### src/rtl/inst_buffer.sv
// Instruction buffer between fetch and decode.
// A circular FIFO of {adel, pc, instr} entries with a show-ahead head.
// Fetch is throttled early through fetch_afull, and a flush discards everything.
module inst_buffer #(
    parameter int DEPTH     = 8,
    parameter int AFULL_LVL = 6
) (
    input  logic                     clk,
    input  logic                     rst,
    input  logic                     flush,
    input  logic                     fetch_valid,
    input  logic [31:0]              fetch_instr,
    input  logic [31:0]              fetch_pc,
    input  logic                     fetch_adel,
    output logic                     fetch_ready,
    output logic                     fetch_afull,
    input  logic                     stallD,
    output logic                     validD,
    output logic [31:0]              instrD,
    output logic [31:0]              pcD,
    output logic                     adelD,
    output logic [$clog2(DEPTH):0]   countD
);

    localparam int PW = $clog2(DEPTH);
    localparam int CW = PW + 1;
    localparam logic [CW-1:0] L_DEPTH = CW'(DEPTH);
    localparam logic [CW-1:0] L_AFULL = CW'(AFULL_LVL);

    logic [64:0]   r_mem [DEPTH];
    logic [PW-1:0] r_wrPtr;
    logic [PW-1:0] r_rdPtr;
    logic [CW-1:0] r_count;

    logic          w_push;
    logic          w_pop;
    logic          w_notEmpty;
    logic [64:0]   w_head;

    assign w_notEmpty = (r_count != '0);
    assign w_head     = r_mem[r_rdPtr];

    // Only a live, unflushed cycle may move data; reset and flush swallow any push or pop.
    assign w_push = fetch_valid & fetch_ready & ~flush & ~rst;
    assign w_pop  = validD & ~stallD & ~flush;

    // Status and head outputs come straight from the registered count and the entry at rd_ptr;
    // reset forces the idle view so decode never sees stale data while the core is held.
    always_comb begin
        fetch_ready = rst | (r_count < L_DEPTH);
        fetch_afull = ~rst & (r_count >= L_AFULL);
        validD      = ~rst & w_notEmpty;
        countD      = rst ? '0 : r_count;
        instrD      = 32'h0;
        pcD         = 32'h0;
        adelD       = 1'b0;
        if (validD) begin
            instrD = w_head[31:0];
            pcD    = w_head[63:32];
            adelD  = w_head[64];
        end
    end

    // Pointer and occupancy bookkeeping; reset beats flush, and flush beats push/pop.
    always_ff @(posedge clk) begin
        if (rst) begin
            r_wrPtr <= '0;
            r_rdPtr <= '0;
            r_count <= '0;
        end else if (flush) begin
            r_wrPtr <= '0;
            r_rdPtr <= '0;
            r_count <= '0;
        end else begin
            if (w_push) begin
                r_wrPtr <= r_wrPtr + PW'(1);
            end
            if (w_pop) begin
                r_rdPtr <= r_rdPtr + PW'(1);
            end
            case ({w_push, w_pop})
                2'b10:   r_count <= r_count + CW'(1);
                2'b01:   r_count <= r_count - CW'(1);
                default: r_count <= r_count;
            endcase
        end
    end

    // Entry storage needs no clearing because validD hides anything not yet written.
    always_ff @(posedge clk) begin
        if (w_push) begin
            r_mem[r_wrPtr] <= {fetch_adel, fetch_pc, fetch_instr};
        end
    end

endmodule

### config.mk
export PLATFORM = sky130hd
export DESIGN_NAME = inst_buffer
export DESIGN_NICKNAME = d
export VERILOG_FILES = /design/src/rtl/inst_buffer.sv
export SDC_FILE = /design/constraint.sdc
export NUM_CORES = 1
export LEC_CHECK = 0
export CORE_AREA = 2 2 184 258
export CTS_BUF_LIST = sky130_fd_sc_hd__clkbuf_16
export DETAILED_ROUTE_END_ITERATION = 7
export DIE_AREA = 0 0 186 260
export GPL_ROUTABILITY_DRIVEN = 0
export PLACE_DENSITY = 0.62
export SYNTH_ARGS = -nofsm -noshare
export SYNTH_HDL_FRONTEND = slang
export SYNTH_SLANG_ARGS = --single-unit
### constraint.sdc
create_clock -name clk -period 21.9 [get_ports clk]
set_input_delay 4.38 -clock clk [delete_from_list [all_inputs] [get_ports clk]]
set_output_delay 4.38 -clock clk [all_outputs]
set_load 0.02 [all_outputs]
# Word-level counts from Yosys, hierarchy flattened
# Memories as Yosys holds them, arrays and structs flattened. A register that Yosys moved wholly into a read port is not among the register bits.
# Index checks and enable logic that the tools add are counted.
# word_totals
regBits,10
mem_bits_rw,520
out_inout_bits,72
memories,1
# mem_list
memory,words,width,rd,rd_clocked_by_memory_dff,wr,line_no,rtl
r_mem,8,65,1,1,1,30,logic [64:0] r_mem [DEPTH];
# classes
addsub,4
order_cmp,2
eq_ne,2
muxes,9
bitwise_logic,11
reduce_logical,3
# ops
operator,n
32-bit two-way mux,2
4-bit one-hot mux with 2 select lines,1
1-bit bitwise AND,7
3-bit by 1-bit adder with 3-bit output (second input constant),2
3-bit two-way mux,2
4-bit by 1-bit adder with 4-bit output (second input constant),1
4-bit by 3-bit greater-or-equal comparator with 1-bit output (second input constant),1
4-bit less-than comparator (second input constant),1
4-bit two-way mux,1
4-bit nonzero test,1
4-bit by 1-bit subtractor with 4-bit output (second input constant),1
1-bit two-way mux,3
1-bit inverter,3
2-bit by 1-bit equality test with 1-bit output (second input constant),1
2-bit equality test (second input constant),1
2-bit nonzero test,1
2-bit OR reduction,1
1-bit bitwise OR,1

# Longest topological paths before layout
# depth
word_depth,7
mapped_depth,10
mapped_depth_nobuf,9

# Worst setup path before layout
# Ideal clock, no wire load.
# synth_timing
kind,input to register
from,in fetch_valid
to,mem r_mem[0][0] (enable)
arrival_time_ps,9555
setup_slack_ps,11777
stages,4
path_cell_list,nor2b_1 -> nand2_1 -> or2_2 -> nor3_1
# synth_between
elab_chain_cells,5
# synth_rtl
item,line_no,rtl
start: declaration,11,"input logic fetch_valid,"
1-bit bitwise AND (3 in series),44,assign w_push = fetch_valid & fetch_ready & ~flush & ~rst;
1-bit two-way mux,91,if (w_push) begin
1-bit two-way mux (not written as such),92,"r_mem[r_wrPtr] <= {fetch_adel, fetch_pc, fetch_instr};"
end: declaration,30,
# Every way passes these cells.

# Final worst setup path
# layout_timing
from,in rst
to,out instrD[21]
# layout_between
elab_chain_cells,3
# layout_rtl
item,line_no,rtl
start: declaration,9,"input logic rst,"
1-bit inverter,52,validD = ~rst & w_notEmpty;
1-bit bitwise AND,52,
32-bit two-way mux,57,if (validD) begin
end: declaration,19,"output logic [31:0] instrD,"
# Every way passes these cells.

==> impl_metrics.ini <==
[worst_setup_path]
end_kind = output port
timing_worst_setup_path_type = input port to output port
critPathLaunchType = input port
critical_path_peak_fanout = 66
crit_arrival_ps = 6430
timing.critical_path.required_ps = 17520

[run_status]
status = complete, no violations

[timing]
setup_tns_ps = 0
slew_headroom = 0.240
worst_slew_pin_slew_ps = 1140
setup_viol_count_final = 0
clock.fmax_ghz = 0.0925
fin_ws_ps = 11090
period_utilization = 0.494
grt_setup_unrepaired = no
finClkSkew_ps = 22.5
slew_viol_final = 0
period_needed_ps = 10810
finalHoldViolations = 0
hold-worst-slack_ps = 505

[routing]
antenna_left = 0
post_drt_via_cell_ratio = 5.35
detailedRoute.firstPassIterationCount = 5
drc = 0
drt_iter0_drc = 681
detailroute.via_count = 9257
routed_wirelength_um = 39700
routed_wire_length_per_instance_um = 23.0

[final_layout]
area_growth_syn_to_layout_pct = 18.2
post_route_cells_drive_above_1_share = 0.210
finish.net_count = 1146
diodes = 0

[floorplanning]
num_rows = 93
vertical_extent_of_the_die_um = 260
io_pins = 142
die_area_mm2 = 0.0484
core_region_area_mm2 = 0.0460
die_x_um = 186
initial_core_util = 0.445

[logic_synthesis]
post-synth-top-area-fraction = 0.764
synthMostInstantiatedCell = sky130_fd_sc_hd__edfxtp_1
synth_enable_flop_cells = 520
synth.top_cells.by_count = sky130_fd_sc_hd__edfxtp_1 (520), sky130_fd_sc_hd__mux4_2 (130), sky130_fd_sc_hd__nor2_1 (82)
postSynthNetCount = 984
async_reset_ff_frac = 0
yosys_most_used_dff = sky130_fd_sc_hd__edfxtp_1
postSynthCellCount = 909
seq_area_frac_synth = 0.777
netlist-cell-type-count = 33
netlist_top_cells_area = sky130_fd_sc_hd__edfxtp_1 (76%), sky130_fd_sc_hd__mux4_2 (14%), sky130_fd_sc_hd__mux2i_1 (3.3%)
yosys_warnings = 0
synth.avg_cell_area_um2 = 22.5
synth.cell_area_mm2 = 0.0204
netlist.top_cell.by_area = sky130_fd_sc_hd__edfxtp_1
ys_seq_elements = 533

[clocking]
clock-root-buffer = sky130_fd_sc_hd__clkbuf_16
h-tree-depth = 2
post_cts_resized = 0
tritoncts = built
clk_transition_reported_paths_ps = 60
clockBufferDepth = 3
cts_made_buffers = 49
post_cts.repair.setup_buffers = 0
numClockSinks = 533
holdBufCountCts = 0
clock_latency_ps = 570

[global_routing]
first_pass_grt_wire_length_um = 60100
grt_antenna_before_repair = 3
grt_total_usage = 0.169
first_global_vias = 10047
grt_remaining_overflow = 0
grt_max_degree = 69

[power_and_ir_drop]
irDropWorstVdd_mv = 0.0576
cellPowerDensity_mw_per_mm2 = 83.9
static-leakage-power_uw = 0.00729
report.power.total_uw = 2030

[placed_design]
pre_cts_slack_ps = 11060
io_buffers = 141
detailedPlacementHpwl_um = 20700

[min_path]
hp-class = flip-flop to flip-flop

[job]
drv_cap = 0
[state kept, by name, summed over array words and instances (netlist names), named ones only]
| name | flops |
|---|---|
| r_mem | 520 |
| r_rdPtr | 3 |
| r_wrPtr | 3 |
| r_count | 4 |
[worst paths after layout]
kind                                 start  cells past startpoint            to  slack, ps
worst max-delay path                   rst                      4    instrD[21]      11090
worst min-delay path            r_rdPtr[1]                      2     flip-flop        500
worst max register to register  r_count[3]                      5  r_mem[2][44]      18490
worst min register to register  r_rdPtr[1]                      2     flip-flop        500
[where the power goes]
| part | switching (µW) | internal [µW] | leakage (µW) |
|---|---|---|---|
| sequential | 1.73 | 1120 | 0.00479 |
| combinational | 24.2 | 20.5 | 0.00164 |
| clock | 354 | 503 | 0.000853 |
| total | 379 | 1650 | 0.00729 |
[logic make-up after synthesis]
| kind of cell | share of synthesized area |
|---|---|
| flops | 0.777 |
| mux | 0.176 |
| simple gates | 0.0238 |
| buf+inv | 0.0148 |
| compound gates | 0.00245 |
| xor+xnor | 0.00300 |
| fa+ha+maj | 0.00306 |
[critical path, stage by stage]
cell	delay, ps
sky130_fd_sc_hd__clkdlybuf4s50_1	570
sky130_fd_sc_hd__or2_4	750
sky130_fd_sc_hd__nor2_1	130
sky130_fd_sc_hd__clkdlybuf4s50_1	570
[cell usage in the layout (no fill, tap or decap), types with 2 or more instances in the layout]
master	Yosys	final
sky130_fd_sc_hd__a21oi_1	3	3
sky130_fd_sc_hd__clkinv_2	0	11
sky130_fd_sc_hd__nand3_1	2	2
sky130_fd_sc_hd__nand2_1	7	7
sky130_fd_sc_hd__clkinv_1	0	10
sky130_fd_sc_hd__edfxtp_1	520	520
sky130_fd_sc_hd__nor2_1	82	76
sky130_fd_sc_hd__nand2b_1	4	4
sky130_fd_sc_hd__bufinv_16	0	7
sky130_fd_sc_hd__buf_4	4	16
sky130_fd_sc_hd__mux2i_1	67	67
sky130_fd_sc_hd__dfxtp_4	0	3
sky130_fd_sc_hd__o21ai_0	2	2
sky130_fd_sc_hd__clkbuf_16	0	51
sky130_fd_sc_hd__nor2b_1	4	4
sky130_fd_sc_hd__nor3_2	0	2
sky130_fd_sc_hd__xor2_1	4	4
sky130_fd_sc_hd__dfxtp_1	13	10
sky130_fd_sc_hd__clkdlybuf4s50_1	0	141
sky130_fd_sc_hd__mux4_2	130	130
sky130_fd_sc_hd__nor2_4	0	6
sky130_fd_sc_hd__xnor2_1	3	3
sky130_fd_sc_hd__ha_1	5	5
sky130_fd_sc_hd__inv_1	1	12
sky130_fd_sc_hd__or2_2	2	2
[per-layer routing]
| metal | global-route usage | vias up | part of all wire |
|---|---|---|---|
| li1 | - | 4088 | - |
| met5 | 0 | - | 0.0010 |
| met1 | 0.223 | 4919 | 0.42 |
| met2 | 0.292 | 181 | 0.52 |
| met4 | 0.0459 | 6 | 0.020 |
| met3 | 0.0262 | 63 | 0.040 |
[layout make-up]
| type | count | area (µm²) |
|---|---|---|
| Clock buffer | 51 | 1280 |
| Clock inverter | 41 | 362 |
| Fill cell | 3570 | 21800 |
| Inverter | 2 | 7.51 |
| Multi-Input combinational cell | 328 | 4320 |
| Sequential cell | 533 | 15900 |
| Tap cell | 617 | 772 |
| Timing Repair Buffer | 157 | 1530 |
[metrics by stage]
| stage | instance area, µm² | util | cells |
|---|---|---|---|
| 6_report | 24200 | 0.525 | 1729 |
| 5_1_grt | 24200 | 0.525 | 1729 |
| 4_1_cts | 24200 | 0.525 | 1729 |
| 3_5_place_dp | 22500 | 0.490 | 1637 |
| 3_3_place_gp | 22500 | 0.490 | 1637 |
| 2_1_floorplan | 20400 | - | 909 |
Power figures use the tool's default switching activity.
